**config.mk**
```make
export PLATFORM = sky130hd
export DESIGN_NAME = word_byte_serializer
export DESIGN_NICKNAME = d
export VERILOG_FILES = /design/src/rtl/ser_pkg.sv /design/src/rtl/word_byte_serializer.sv
export SDC_FILE = /design/constraint.sdc
export NUM_CORES = 1
export LEC_CHECK = 0
export BUFFER_PORTS_ARGS = -buffer_cell sky130_fd_sc_hd__buf_4
export CORE_MARGIN = 10
export CORE_UTILIZATION = 56
export DETAILED_ROUTE_END_ITERATION = 10
export PLACE_DENSITY = 0.93
export SLEW_MARGIN = 20
export SYNTH_ARGS = -nofsm -noshare
export SYNTH_HDL_FRONTEND = slang
export SYNTH_SLANG_ARGS = --single-unit
```
**constraint.sdc**
```tcl
create_clock -name clk -period 4.8 [get_ports clk]
set_input_delay 0.72 -clock clk [delete_from_list [all_inputs] [get_ports clk]]
set_output_delay 0.72 -clock clk [all_outputs]
set_load 0.02 [all_outputs]
```
**src/rtl/ser_pkg.sv**
```systemverilog
// rtl/ser_pkg.sv - shared types, constants and byte-select helper for word_byte_serializer
//
// Purpose: constants and types shared by the serializer RTL.
//   BYTES_PER_WORD / BYTE_W : word geometry (4 bytes of 8 bits)
//   ser_state_t             : serializer FSM states
//   byte_idx_t              : byte position within a word
//   byte_sel()              : pick byte idx of a word in LSB-first or MSB-first order
package ser_pkg;

  localparam int BYTES_PER_WORD = 4;
  localparam int BYTE_W         = 8;

  typedef enum logic {
    IDLE  = 1'b0,
    SHIFT = 1'b1
  } ser_state_t;

  typedef logic [1:0] byte_idx_t;

  localparam byte_idx_t LAST_IDX = byte_idx_t'(BYTES_PER_WORD - 1);

  // idx is the transmit slot (0 = first byte sent); msb_first mirrors it
  // so slot 0 maps onto bits 31:24 instead of bits 7:0.
  function automatic logic [BYTE_W-1:0] byte_sel(input logic [31:0] word,
                                                 input byte_idx_t   idx,
                                                 input logic        msb_first);
    byte_idx_t pos;
    pos = msb_first ? (LAST_IDX - idx) : idx;
    return word[{pos, 3'b000} +: BYTE_W];
  endfunction

endpackage

```
**src/rtl/word_byte_serializer.sv**
```systemverilog
// rtl/word_byte_serializer.sv - 32-bit word to valid/ready byte stream serializer
//
// Purpose: accepts one word per in_valid/in_ready handshake and emits it as
// four bytes on a valid/ready byte stream, with back-to-back words carrying
// no bubble when the sink never stalls.
//
// Parameters:
//   MSB_FIRST : 0 = bits 7:0 sent first, 1 = bits 31:24 sent first
//   WORD_W    : input word width, fixed at 32
//
// Ports:
//   clk        in   system clock, rising edge
//   rst        in   asynchronous active-high reset
//   clear      in   synchronous abort, drops any word in progress
//   in_valid   in   upstream word valid
//   in_ready   out  word can be accepted this cycle (combinational)
//   in_data    in   upstream word
//   out_valid  out  out_byte valid
//   out_ready  in   byte sink accepts this cycle
//   out_byte   out  current byte (registered)
//   out_last   out  high with the 4th byte of a word
//   busy       out  a word is held
//   out_parity out  XOR of out_byte, registered with it
//                   (present only when SERIALIZER_PARITY_EN is defined)
//
// Build option: define SERIALIZER_PARITY_EN to add out_parity.
module word_byte_serializer
  import ser_pkg::*;
#(
  parameter int MSB_FIRST = 0,
  parameter int WORD_W    = 32
) (
  input  logic              clk,
  input  logic              rst,
  input  logic              clear,
  input  logic              in_valid,
  output logic              in_ready,
  input  logic [WORD_W-1:0] in_data,
  output logic              out_valid,
  input  logic              out_ready,
  output logic [BYTE_W-1:0] out_byte,
  output logic              out_last,
  output logic              busy
`ifdef SERIALIZER_PARITY_EN
  ,
  output logic              out_parity
`endif
);

  localparam logic MSB = (MSB_FIRST != 0);

  ser_state_t       state;
  ser_state_t       next_state;
  byte_idx_t        cnt;
  logic [WORD_W-1:0] shreg;

  logic at_last;
  logic accept;
  logic xfer;

  assign at_last = (cnt == LAST_IDX);
  assign accept  = in_valid && in_ready;
  assign xfer    = out_valid && out_ready;

  // State register
  always_ff @(posedge clk or posedge rst) begin
    if (rst) begin
      state <= IDLE;
    end else begin
      state <= next_state;
    end
  end

  // Next-state logic; clear wins over any handshake
  always_comb begin
    next_state = state;
    if (clear) begin
      next_state = IDLE;
    end else begin
      case (state)
        IDLE: begin
          if (accept) next_state = SHIFT;
        end
        SHIFT: begin
          // A reload on the last byte keeps us in SHIFT with no bubble.
          if (xfer && at_last && !accept) next_state = IDLE;
        end
        default: next_state = IDLE;
      endcase
    end
  end

  // Output logic
  always_comb begin
    out_valid = 1'b0;
    busy      = 1'b0;
    out_last  = 1'b0;
    in_ready  = 1'b0;
    case (state)
      IDLE: begin
        in_ready = !clear;
      end
      SHIFT: begin
        out_valid = 1'b1;
        busy      = 1'b1;
        out_last  = at_last;
        in_ready  = !clear && at_last && out_ready;
      end
      default: begin
        in_ready = 1'b0;
      end
    endcase
  end

  // Datapath: word store, byte counter, registered output byte.
  // out_byte is loaded one slot ahead so the next byte is ready the cycle
  // after each transfer; it simply holds while the sink stalls.
  always_ff @(posedge clk or posedge rst) begin
    if (rst) begin
      shreg    <= '0;
      cnt      <= '0;
      out_byte <= '0;
`ifdef SERIALIZER_PARITY_EN
      out_parity <= 1'b0;
`endif
    end else if (clear) begin
      cnt <= '0;
    end else if (accept) begin
      shreg    <= in_data;
      cnt      <= '0;
      out_byte <= byte_sel(in_data, 2'd0, MSB);
`ifdef SERIALIZER_PARITY_EN
      out_parity <= ^byte_sel(in_data, 2'd0, MSB);
`endif
    end else if (xfer) begin
      if (at_last) begin
        cnt <= '0;
      end else begin
        cnt      <= cnt + 2'd1;
        out_byte <= byte_sel(shreg, cnt + 2'd1, MSB);
`ifdef SERIALIZER_PARITY_EN
        out_parity <= ^byte_sel(shreg, cnt + 2'd1, MSB);
`endif
      end
    end
  end

endmodule

```
## Yosys cells after proc, flatten, opt, wreduce, memory -nomap -nowiden

Cells that the tools add are included.

- Eq/ne operators: 2
- Bitwise logic cells: 2
- Multiplexer cells: 14
- Reductions and logical operators: 12
- Shifts and indexed selects: 1
- $add $sub $neg: 1

Operators with widths:

| cell | count |
|---|---|
| 32-bit by 6-bit variable part select with 8-bit output | 1 |
| 8-bit 2-to-1 mux | 3 |
| 2-bit 2-to-1 mux | 4 |
| 1-bit logical AND | 6 |
| 1-bit 2-to-1 mux | 5 |
| 1-bit one-hot mux with 2 select lines | 2 |
| 3-bit AND reduction | 1 |
| 3-bit nonzero test | 1 |
| 2-bit by 1-bit adder with 2-bit output, second input constant | 1 |
| 2-bit equality test, second input constant | 1 |
| 1-bit logical NOT | 2 |
| 2-bit by 1-bit inequality test with 1-bit output, second input constant | 1 |
| 1-bit inverter | 2 |
| 2-bit AND reduction | 1 |
| 2-bit nonzero test | 1 |

- Flip-flop bits (word level): 43
- Word-level logic and storage cells: 36
- Input bits: 37

## Logic depth before layout (Yosys ltp)

Gate-level depths: netlist (run 1).

- Depth in word-level cells: 10
- Gate-level depth with buffers: 5
- Gate-level depth less buffers: 4

## Least setup slack after synthesis (run 1)

No wires, ideal clock.

- Path kind: input -> output
- Start: input port clear
- End: output port in_ready
- Buffers on the path: 1
- Data arrival time: 1.205 ns
- Path slack: 2.875 ns
- Stages: 2
- Cell sequence: clkbuf_1 > nor2_1

- Word-level cells in the longest chain between the ends: 4

RTL lines:

| item | line | RTL |
|---|---|---|
| from (decl) | word_byte_serializer.sv:35 | `input logic clear,` |
| 1-bit logical NOT (*) | word_byte_serializer.sv:101, word_byte_serializer.sv:107 |  |
| 1-bit logical AND (2 in a row) | word_byte_serializer.sv:107 | `in_ready = !clear && at_last && out_ready;` |
| 1-bit one-hot mux with 2 select lines (*) | word_byte_serializer.sv:99 | `case (state)` |
| to (decl) | word_byte_serializer.sv:37 | `output logic in_ready,` |

Every way passes the cells marked *; elsewhere a longest branch is shown, timed or not.

## Final worst setup path (run 1)

- Start: register cnt[0]
- End: output port in_ready

- Word-level cells in the longest chain between the ends: 4

RTL lines:

| item | line | RTL |
|---|---|---|
| from (decl) | word_byte_serializer.sv:54 | `byte_idx_t cnt;` |
| from (signal assigned) | word_byte_serializer.sv:139 | `cnt <= cnt + 2'd1;` |
| 2-bit equality test | word_byte_serializer.sv:61 | `assign at_last = (cnt == LAST_IDX);` |
| 1-bit logical AND (2 in a row) | word_byte_serializer.sv:107 |  |
| 1-bit one-hot mux with 2 select lines | word_byte_serializer.sv:99 |  |

Every way passes these cells.

==> results of run 1 <==
==> critical path, stage by stage, from the launching register on <==
cell	delay, ns
dfrtp_1	0.69
ha_1	0.38
a21boi_4	0.11
nor2_1	0.10
buf_4	0.15
==> cells in the mapped netlist, drive strengths merged <==
cell type / instances / area (um2)
dfrtp: 43 / 1080
mux2: 32 / 360
and2: 9 / 56.3
a221o: 8 / 80.1
buf: 8 / 86.3
mux4: 8 / 180
nor2: 5 / 18.8
inv: 3 / 11.3
mux2i: 2 / 20.0
a21boi: 1 / 18.8
a32oi: 1 / 8.76
and4bb: 1 / 12.5
clkbuf: 1 / 3.75
ha: 1 / 12.5
nand2: 1 / 3.75
nor2b: 1 / 6.26
nor3: 1 / 5.00
nor3b: 1 / 18.8
o221ai: 1 / 8.76
==> metal layers <==
layer | vias up | global-route usage | wire length [um]
li1 | 575 | - | -
met1 | 622 | 0.154 | 1690
met2 | 43 | 0.214 | 2030
met3 | 5 | 0.0721 | 332
met4 | 0 | 0.0376 | 44
met5 | - | 0 | 0
==> cells by family after synthesis <==
| family | count (synthesis) | share of synthesized area |
|---|---|---|
| AND/OR/NAND/NOR | 19 | 0.0610 |
| adder cells (fa/ha/maj) | 1 | 0.00629 |
| buffers and inverters | 12 | 0.0510 |
| AO/OA/AOI/OAI | 11 | 0.0585 |
| multiplexers | 42 | 0.282 |
| flip-flops | 43 | 0.541 |
==> per-stage QoR <==
step | cell area (um2) | utilization
after floorplan | 1990 | -
final | 2420 | 0.713
after CTS | 2420 | 0.713
after global placement | 2330 | 0.688
after global routing | 2420 | 0.713
after detailed placement | 2330 | 0.688
==> placed cells by master, fill, tap and decap left out <==
cell        n
a21boi_4    1
a221o_1     8
a32oi_1     1
and2_0      6
and2_1      3
and4bb_2    1
buf_4      50
bufinv_16   1
clkbuf_4    5
clkbuf_8    1
clkinv_2    1
dfrtp_1    43
ha_1        1
inv_1       3
mux2_1      1
mux2_2     31
mux2i_1     2
mux4_2      8
nand2_1     1
nor2_1      5
nor2b_1     1
nor3_1      1
nor3b_4     1
o221ai_1    1
==> sequential cells by signal, summed over array words and instances, names as in the netlist <==
name / count
shreg: 32
out_byte: 8
state: 1
cnt: 2
==> power breakdown <==
group | leakage, uW | internal (uW) | switching, uW
combinational | 0.000524 | 117 | 71.7
sequential | 0.000517 | 427 | 40.5
clock | 0.0000482 | 123 | 117
==> worst paths after layout <==
check / slack (ns) / endpoint / from / depth (start not counted)
max reg2reg: 2.48 / out_byte[1]$_DFFE_PP0P_ / cnt[0]$_DFFE_PP0P_ / 4
min in group clk: 0.51 / shreg[27]$_DFFE_PP0P_ / shreg[27]$_DFFE_PP0P_ / 1
min: 0.47 / out_byte[6]$_DFFE_PP0P_ / rst / 3
max in group asynchronous: 3.94 / shreg[8]$_DFFE_PP0P_ / rst / 3
min reg2reg: 0.51 / shreg[27]$_DFFE_PP0P_ / shreg[27]$_DFFE_PP0P_ / 1
max: 2.29 / in_ready / cnt[0]$_DFFE_PP0P_ / 4
==> area by class of cell <==
type | count | area [um2]
clock buffers | 6 | 51.3
clock inverters | 2 | 35.0
fillers | 232 | 972
inverters | 3 | 11.3
multi-input cells | 73 | 811
flip-flops and latches | 43 | 1080
well taps | 46 | 57.6
repair buffers | 50 | 375
==> flow_summary.yaml, run 1 <==
timing:
  layout_setup_ws_ns: 2.29
  timing.final.crit_share: 0.522
  setup_tns_ns: 0
  rsz0062_at_grt: "false"
  worstMarginPinSlew_ns: 0.825
  finalClockSkew_ns: 0.0132
  slew_headroom: 0.450
  finalHoldViolations: 0
  final.min_clock_period_ns: 2.51
  fmax_mhz: 399
  hold_ws_ns: 0.470
  setup_viol: 0
  slew_viol_final: 0
detailed_routing:
  vias: 1245
  dr.pass1.iters: 4
  wl_per_cell_um: 18.4
  drc: 0
  drt_iter0_drc: 95
  antenna_left: 0
  wirelength_mm: 4.10
  viasPerCell: 5.58
setup_path:
  cp_data_arrival_time_ns: 1.79
  crit_fanout: 11
  critPathLaunchType: "flop"
  required_ns: 4.08
  crit_path_end_kind: "primary output"
  critPathKind: "reg -> out"
floorplanning:
  rows: 21
  die_h_um: 79.6
  die_width_um: 79.6
  start_util: 0.587
  core_area_mm2: 0.00339
  io_pins: 49
  dieArea_mm2: 0.00633
placement:
  io_buffers: 48
  place_ws_ns: 2.47
  dp_hpwl_mm: 3.04
  gp_congestion: 0.750
  dpl.cell_count: 215
global_routing:
  grt.overflow.total: 0
  grt_pass1_vias: 1410
  grt_max_degree: 44
  grt_usage: 0.135
  grt_pass1_wl_mm: 6.66
  antenna_found_initial: 0
logic_synthesis:
  synthCells: 128
  syn_area_mm2: 0.00199
  synth-seq-cells: 43
  synth_cell_types: 22
  syn_avg_cell_area_um2: 15.5
  seq_area_frac_synth: 0.541
  synth_warnings: 0
  syn-num-nets: 166
pwr:
  peakVddDrop_uv: 260
  fin_total_pwr_uw: 896
  p_leak_uw: 0.00109
  power_density_mw_per_mm2: 371
cts:
  cts-root-buf: "clkbuf_4"
  worst_skew_pair.late_latency_ns: 0.36
  cts_tree: "built"
  cts_max_path_buffers: 2
  hold_buffers: 0
  cts_buffers: 5
  post_cts_buffers: 0
  cts_max_level: 2
  post_cts_resized: 0
  clock_sinks: 43
  clkSlewWorstSetupHoldPaths_ns: 0.13
final_layout:
  fin_nets: 214
  drive_gt1_frac: 0.565
  num_antenna_cells: 0
  area_growth_pct: 21.6
  final_cells: 223
run_status:
  status: "finished, final reports clean"
run:
  max_cap_violations: 0
hold_path:
  hp-class: "in -> async"
No activity file was read; power rests on OpenSTA's default activity.
==> inputs of run 2 (changes only) <==
--- a/config.mk
+++ b/config.mk
@@ -7,9 +7,9 @@
 export LEC_CHECK = 0
 export BUFFER_PORTS_ARGS = -buffer_cell sky130_fd_sc_hd__buf_4
 export CORE_MARGIN = 10
-export CORE_UTILIZATION = 56
+export CORE_UTILIZATION = 47
 export DETAILED_ROUTE_END_ITERATION = 10
-export PLACE_DENSITY = 0.93
+export PLACE_DENSITY = 0.85
 export SLEW_MARGIN = 20
 export SYNTH_ARGS = -nofsm -noshare
 export SYNTH_HDL_FRONTEND = slang
==> constraint.sdc (replaced) <==
create_clock -name clk -period 2.2 [get_ports clk]
set_input_delay 0.33 -clock clk [delete_from_list [all_inputs] [get_ports clk]]
set_output_delay 0.33 -clock clk [all_outputs]
set_load 0.02 [all_outputs]
==> flow_summary.yaml, run 2 (synthesis gave the netlist of run 1 again) <==
floorplanning:
  dieArea_mm2: 0.00723
  core_area_mm2: 0.00406
  start_util: 0.490
  rows: 23
  die_width_um: 85.0
  io_pins: 49
  die_h_um: 85.0
setup_path:
  crit_fanout: 7
  worst-path-buf-inv: 0
  cp_slowest_cell: "mux4_2"
  slowest_delay_ns: 0.54
  cp_top_family: "multiplexers"
  cp_cell_sequence: "ha_1, mux4_2, and2_1, a221o_1"
  cp-startpoint: "cnt[1]$_DFFE_PP0P_"
  critPathLaunchType: "flop"
  reg2reg_from: "cnt[1]$_DFFE_PP0P_"
  critPathKind: "reg -> reg"
  required_ns: 2.38
  crit_path_end_kind: "flop"
  cp_data_arrival_time_ns: 2.16
final_layout:
  area_growth_pct: 23.9
  multi_input_area_um2: 811
  reg.largest.list: "shreg: 32 flops, out_byte: 8 flops, cnt: 2 flops"
  drive_gt1_frac: 0.564
  num_antenna_cells: 0
  layout_commonest_cell: "buf_4"
  regMostFlops: "shreg"
  regArea_mm2: 0.00108
  largest_reg_flops: 32
  fin_nets: 216
  final_util: 0.607
  layout.cells.most_common_list: "buf_4, dfrtp_1, mux2_2"
  final_cells: 229
  fill_cells: 312
run_status:
  status: "finished, final reports clean"
cts:
  post_cts_buffers: 0
  cts_tree: "built"
  worst_skew_pair.late_latency_ns: 0.30
  post_cts_resized: 0
  clkSlewWorstSetupHoldPaths_ns: 0.08
  cts-root-buf: "clkbuf_8"
  cts_max_level: 2
  cts_max_path_buffers: 2
  clock_sinks: 43
  hold_buffers: 0
  cts_buffers: 5
global_routing:
  grt_pass1_wl_mm: 7.09
  grt.overflow.total: 0
  antenna_found_initial: 0
  grt_pass1_vias: 1412
  grt_max_degree: 44
  grt_usage: 0.122
run:
  max_cap_violations: 0
timing:
  slew_headroom: 0.397
  finalClockSkew_ns: 0.00701
  rsz0062_at_grt: "false"
  fmax_mhz: 504
  setup_viol: 0
  final.min_clock_period_ns: 1.98
  finalHoldViolations: 0
  timing.final.crit_share: 0.901
  worstMarginPinSlew_ns: 0.905
  slew_viol_final: 0
  setup_tns_ns: 0
detailed_routing:
  drt_iter0_drc: 86
  dr.pass1.iters: 4
  wl_per_cell_um: 18.7
  antenna_left: 0
  drc: 0
  viasPerCell: 5.37
  wirelength_mm: 4.28
  vias: 1230
placement:
  io_buffers: 48
  dpl.cell_count: 221
  dp_hpwl_mm: 3.21
  gp_congestion: 0.769
hold_path:
  hp-class: "in -> async"
pwr:
  p_leak_uw: 0.00111
  peakVddDrop_uv: 500
  power_density_mw_per_mm2: 805
[run 2: cell count changes in the layout (fill, tap and decap cells not counted)]
cell,delta
buf_4,+1
clkinv_2,-1
bufinv_16,-1
clkbuf_4,-5
clkbuf_8,+6
buf_12,+1
clkbuf_1,+1
[run 2: area by class of cell]
class | instances | share of cell area
sequential | 43 | 0.437
timing repair buffer | 52 | 0.164
inverter | 3 | 0.00457
clock buffer | 8 | 0.0406
multi-input combinational | 73 | 0.329
tap | 50 | 0.0254
[run 2: stage by stage]
step           worst slack [ns]  hold WS [ns]  cell area, um2  total power, uW
2_1_floorplan             0.408         0.452            1990             1290
3_3_place_gp              0.261         0.478            2360             1430
3_5_place_dp              0.220         0.480            2360             1460
4_1_cts                   0.208         0.178            2460             2000
5_1_grt                   0.108         0.214            2460             2090
6_report                  0.217         0.163            2460             1980
[run 2: final timing paths]
check / to / slack (ns) / cells past startpoint
worst max-delay path: out_byte[0]$_DFFE_PP0P_ / 0.22 / 4
worst min-delay path: shreg[3]$_DFFE_PP0P_ / 0.16 / 3
worst max register to register: out_byte[0]$_DFFE_PP0P_ / 0.22 / 4
worst min register to register: shreg[27]$_DFFE_PP0P_ / 0.49 / 1
max in group asynchronous: shreg[23]$_DFFE_PP0P_ / 1.68 / 3
min in group clk: state$_DFF_PP0_ / 0.25 / 2
[run 2: worst reg2reg max path: stages (launching register included)]
cell     delay [ns]
dfrtp_1        0.39
ha_1           0.51
mux4_2         0.55
and2_1         0.17
a221o_1        0.25
[run 2: routing by layer]
metal  global-route usage  share of wire
met1                0.136           0.40
met5                    0              0
met2                0.207           0.53
met3               0.0421          0.053
met4               0.0494          0.014
[run 2: power by group]
part / leakage, uW / switching, uW / internal [uW]
registers: 0.000517 / 85.8 / 934
logic: 0.000538 / 164 / 260
clock network: 0.0000515 / 255 / 286
total: 0.00111 / 504 / 1480
==> inputs of run 3 (changes only) <==
--- a/config.mk
+++ b/config.mk
@@ -5,11 +5,10 @@
 export SDC_FILE = /design/constraint.sdc
 export NUM_CORES = 1
 export LEC_CHECK = 0
-export BUFFER_PORTS_ARGS = -buffer_cell sky130_fd_sc_hd__buf_4
-export CORE_MARGIN = 10
-export CORE_UTILIZATION = 47
+export CORE_UTILIZATION = 56
 export DETAILED_ROUTE_END_ITERATION = 10
-export PLACE_DENSITY = 0.85
+export DONT_BUFFER_PORTS = 1
+export PLACE_DENSITY = 0.84
 export SLEW_MARGIN = 20
 export SYNTH_ARGS = -nofsm -noshare
 export SYNTH_HDL_FRONTEND = slang
==> flow_summary.yaml, run 3 (synthesis gave the netlist of run 1 again) <==
cts:
  cts-root-buf: "clkbuf_4"
  cts_tree: "built"
  hold_buffers: 1
  cts_max_level: 2
  post_cts_resized: 0
  post_cts_buffers: 0
  cts_max_path_buffers: 2
  cts_buffers: 5
  clkSlewWorstSetupHoldPaths_ns: 0.11
  worst_skew_pair.late_latency_ns: 0.34
  clock_sinks: 43
detailed_routing:
  dr.pass1.iters: 4
  antenna_left: 0
  drc: 0
  wirelength_mm: 3.45
  drt_iter0_drc: 52
  vias: 1100
  wl_per_cell_um: 19.5
  viasPerCell: 6.21
timing:
  fmax_mhz: 524
  setup_tns_ns: 0
  finalClockSkew_ns: 0.00816
  finalHoldViolations: 0
  setup_viol: 0
  layout_setup_ws_ns: 0.291
  timing.final.crit_share: 0.868
  slew_headroom: 0.457
  slew_viol_final: 0
  rsz0062_at_grt: "false"
  final.min_clock_period_ns: 1.91
  worstMarginPinSlew_ns: 0.814
placement:
  post_dp_cell_area_mm2: 0.00201
  io_buffers: 0
  place_ws_ns: 0.282
  gp_congestion: 0.703
  dp_hpwl_mm: 2.44
hold_path:
  hp-class: "in -> reg"
  hold_start: "clear"
setup_path:
  slowest_delay_ns: 0.54
  cp_data_arrival_time_ns: 2.14
  crit_fanout: 6
  cp_slowest_cell: "mux4_2"
  cp-startpoint: "cnt[0]$_DFFE_PP0P_"
  cp_cell_sequence: "ha_1, mux4_2, and2_0, a221o_1"
  critPathLaunchType: "flop"
  crit_path_end_kind: "flop"
  required_ns: 2.43
  reg2reg_from: "cnt[0]$_DFFE_PP0P_"
  worst-path-buf-inv: 0
  critPathKind: "reg -> reg"
  cp_top_family: "multiplexers"
  r2r_slack_ns: 0.29
global_routing:
  grt_max_degree: 44
  grt_usage: 0.206
  grt.overflow.total: 0
  antenna_found_initial: 0
  grt_pass1_wl_mm: 5.33
  grt_pass1_vias: 1087
pwr:
  peakVddDrop_uv: 525
  power_density_mw_per_mm2: 813
  p_leak_uw: 0.000851
floorplanning:
  die_width_um: 61.6
  start_util: 0.591
  dieArea_mm2: 0.00379
  rows: 21
  io_pins: 49
  die_h_um: 61.6
  core_area_mm2: 0.00336
final_layout:
  fin_nets: 170
  drive_gt1_frac: 0.397
  area_growth_pct: 3.46
  fill_cells: 293
  reg.largest.list: "shreg: 32 flops, out_byte: 8 flops, cnt: 2 flops"
  layout_commonest_cell: "dfrtp_1"
  largest_reg_flops: 32
  regMostFlops: "shreg"
  final_util: 0.612
  fin_area_mm2: 0.00206
  num_antenna_cells: 0
  layout.cells.most_common_list: "dfrtp_1, mux2_2, mux4_2, a221o_1, and2_0"
run:
  max_cap_violations: 0
run_status:
  status: "finished, final reports clean"
[run 3: cell count changes in the layout (fill, tap and decap cells not counted), sizes merged]
cell	previous run	this run
inv	3	2
clkbuf	8	6
clkinv	0	1
dlygate4sd3	0	1
buf	52	5
[run 3: metrics by stage]
stage	hold WS [ns]	power, uW	std cells
finish	0.0404	1670	177
global route	0.0147	1760	177
CTS	0.0281	1690	177
detailed placement	0.374	1360	170
global placement	0.363	1330	170
floorplan	0.452	1290	128
[run 3: worst register-to-register path: cells and delay by family (launching register included)]
kind / cells / cell delay (ns)
mux: 1 / 0.54
fa+ha+maj: 1 / 0.46
flops: 1 / 0.40
compound gates: 1 / 0.25
simple gates: 1 / 0.16
[run 3: power by group]
group / internal (uW) / switching, uW
logic: 183 / 98.1
clock network: 114 / 219
registers: 932 / 126
[run 3: final cells by class]
type / count / area [um2] / area share
timing repair buffer: 6 / 60.1 / 0.0292
multi-input combinational: 73 / 811 / 0.394
sequential: 43 / 1080 / 0.523
inverter: 3 / 11.3 / 0.00547
clock buffer: 6 / 41.3 / 0.0201
tap: 46 / 57.6 / 0.0280
[run 3: path summary, 6_finish.rpt]
kind | end | depth (start not counted)
min in group asynchronous | shreg[21]$_DFFE_PP0P_ | 3
min | state$_DFF_PP0_ | 1
max in group asynchronous | shreg[24]$_DFFE_PP0P_ | 3
max | out_byte[2]$_DFFE_PP0P_ | 4
min reg2reg | shreg[27]$_DFFE_PP0P_ | 1
max reg2reg | out_byte[2]$_DFFE_PP0P_ | 4
[run 3: layer usage]
layer | vias up | track usage | wire (um)
met5 | - | 0 | 0
met4 | 0 | 0.105 | 61
met3 | 8 | 0.0672 | 243
met2 | 41 | 0.312 | 1700
met1 | 572 | 0.267 | 1440
li1 | 479 | - | -
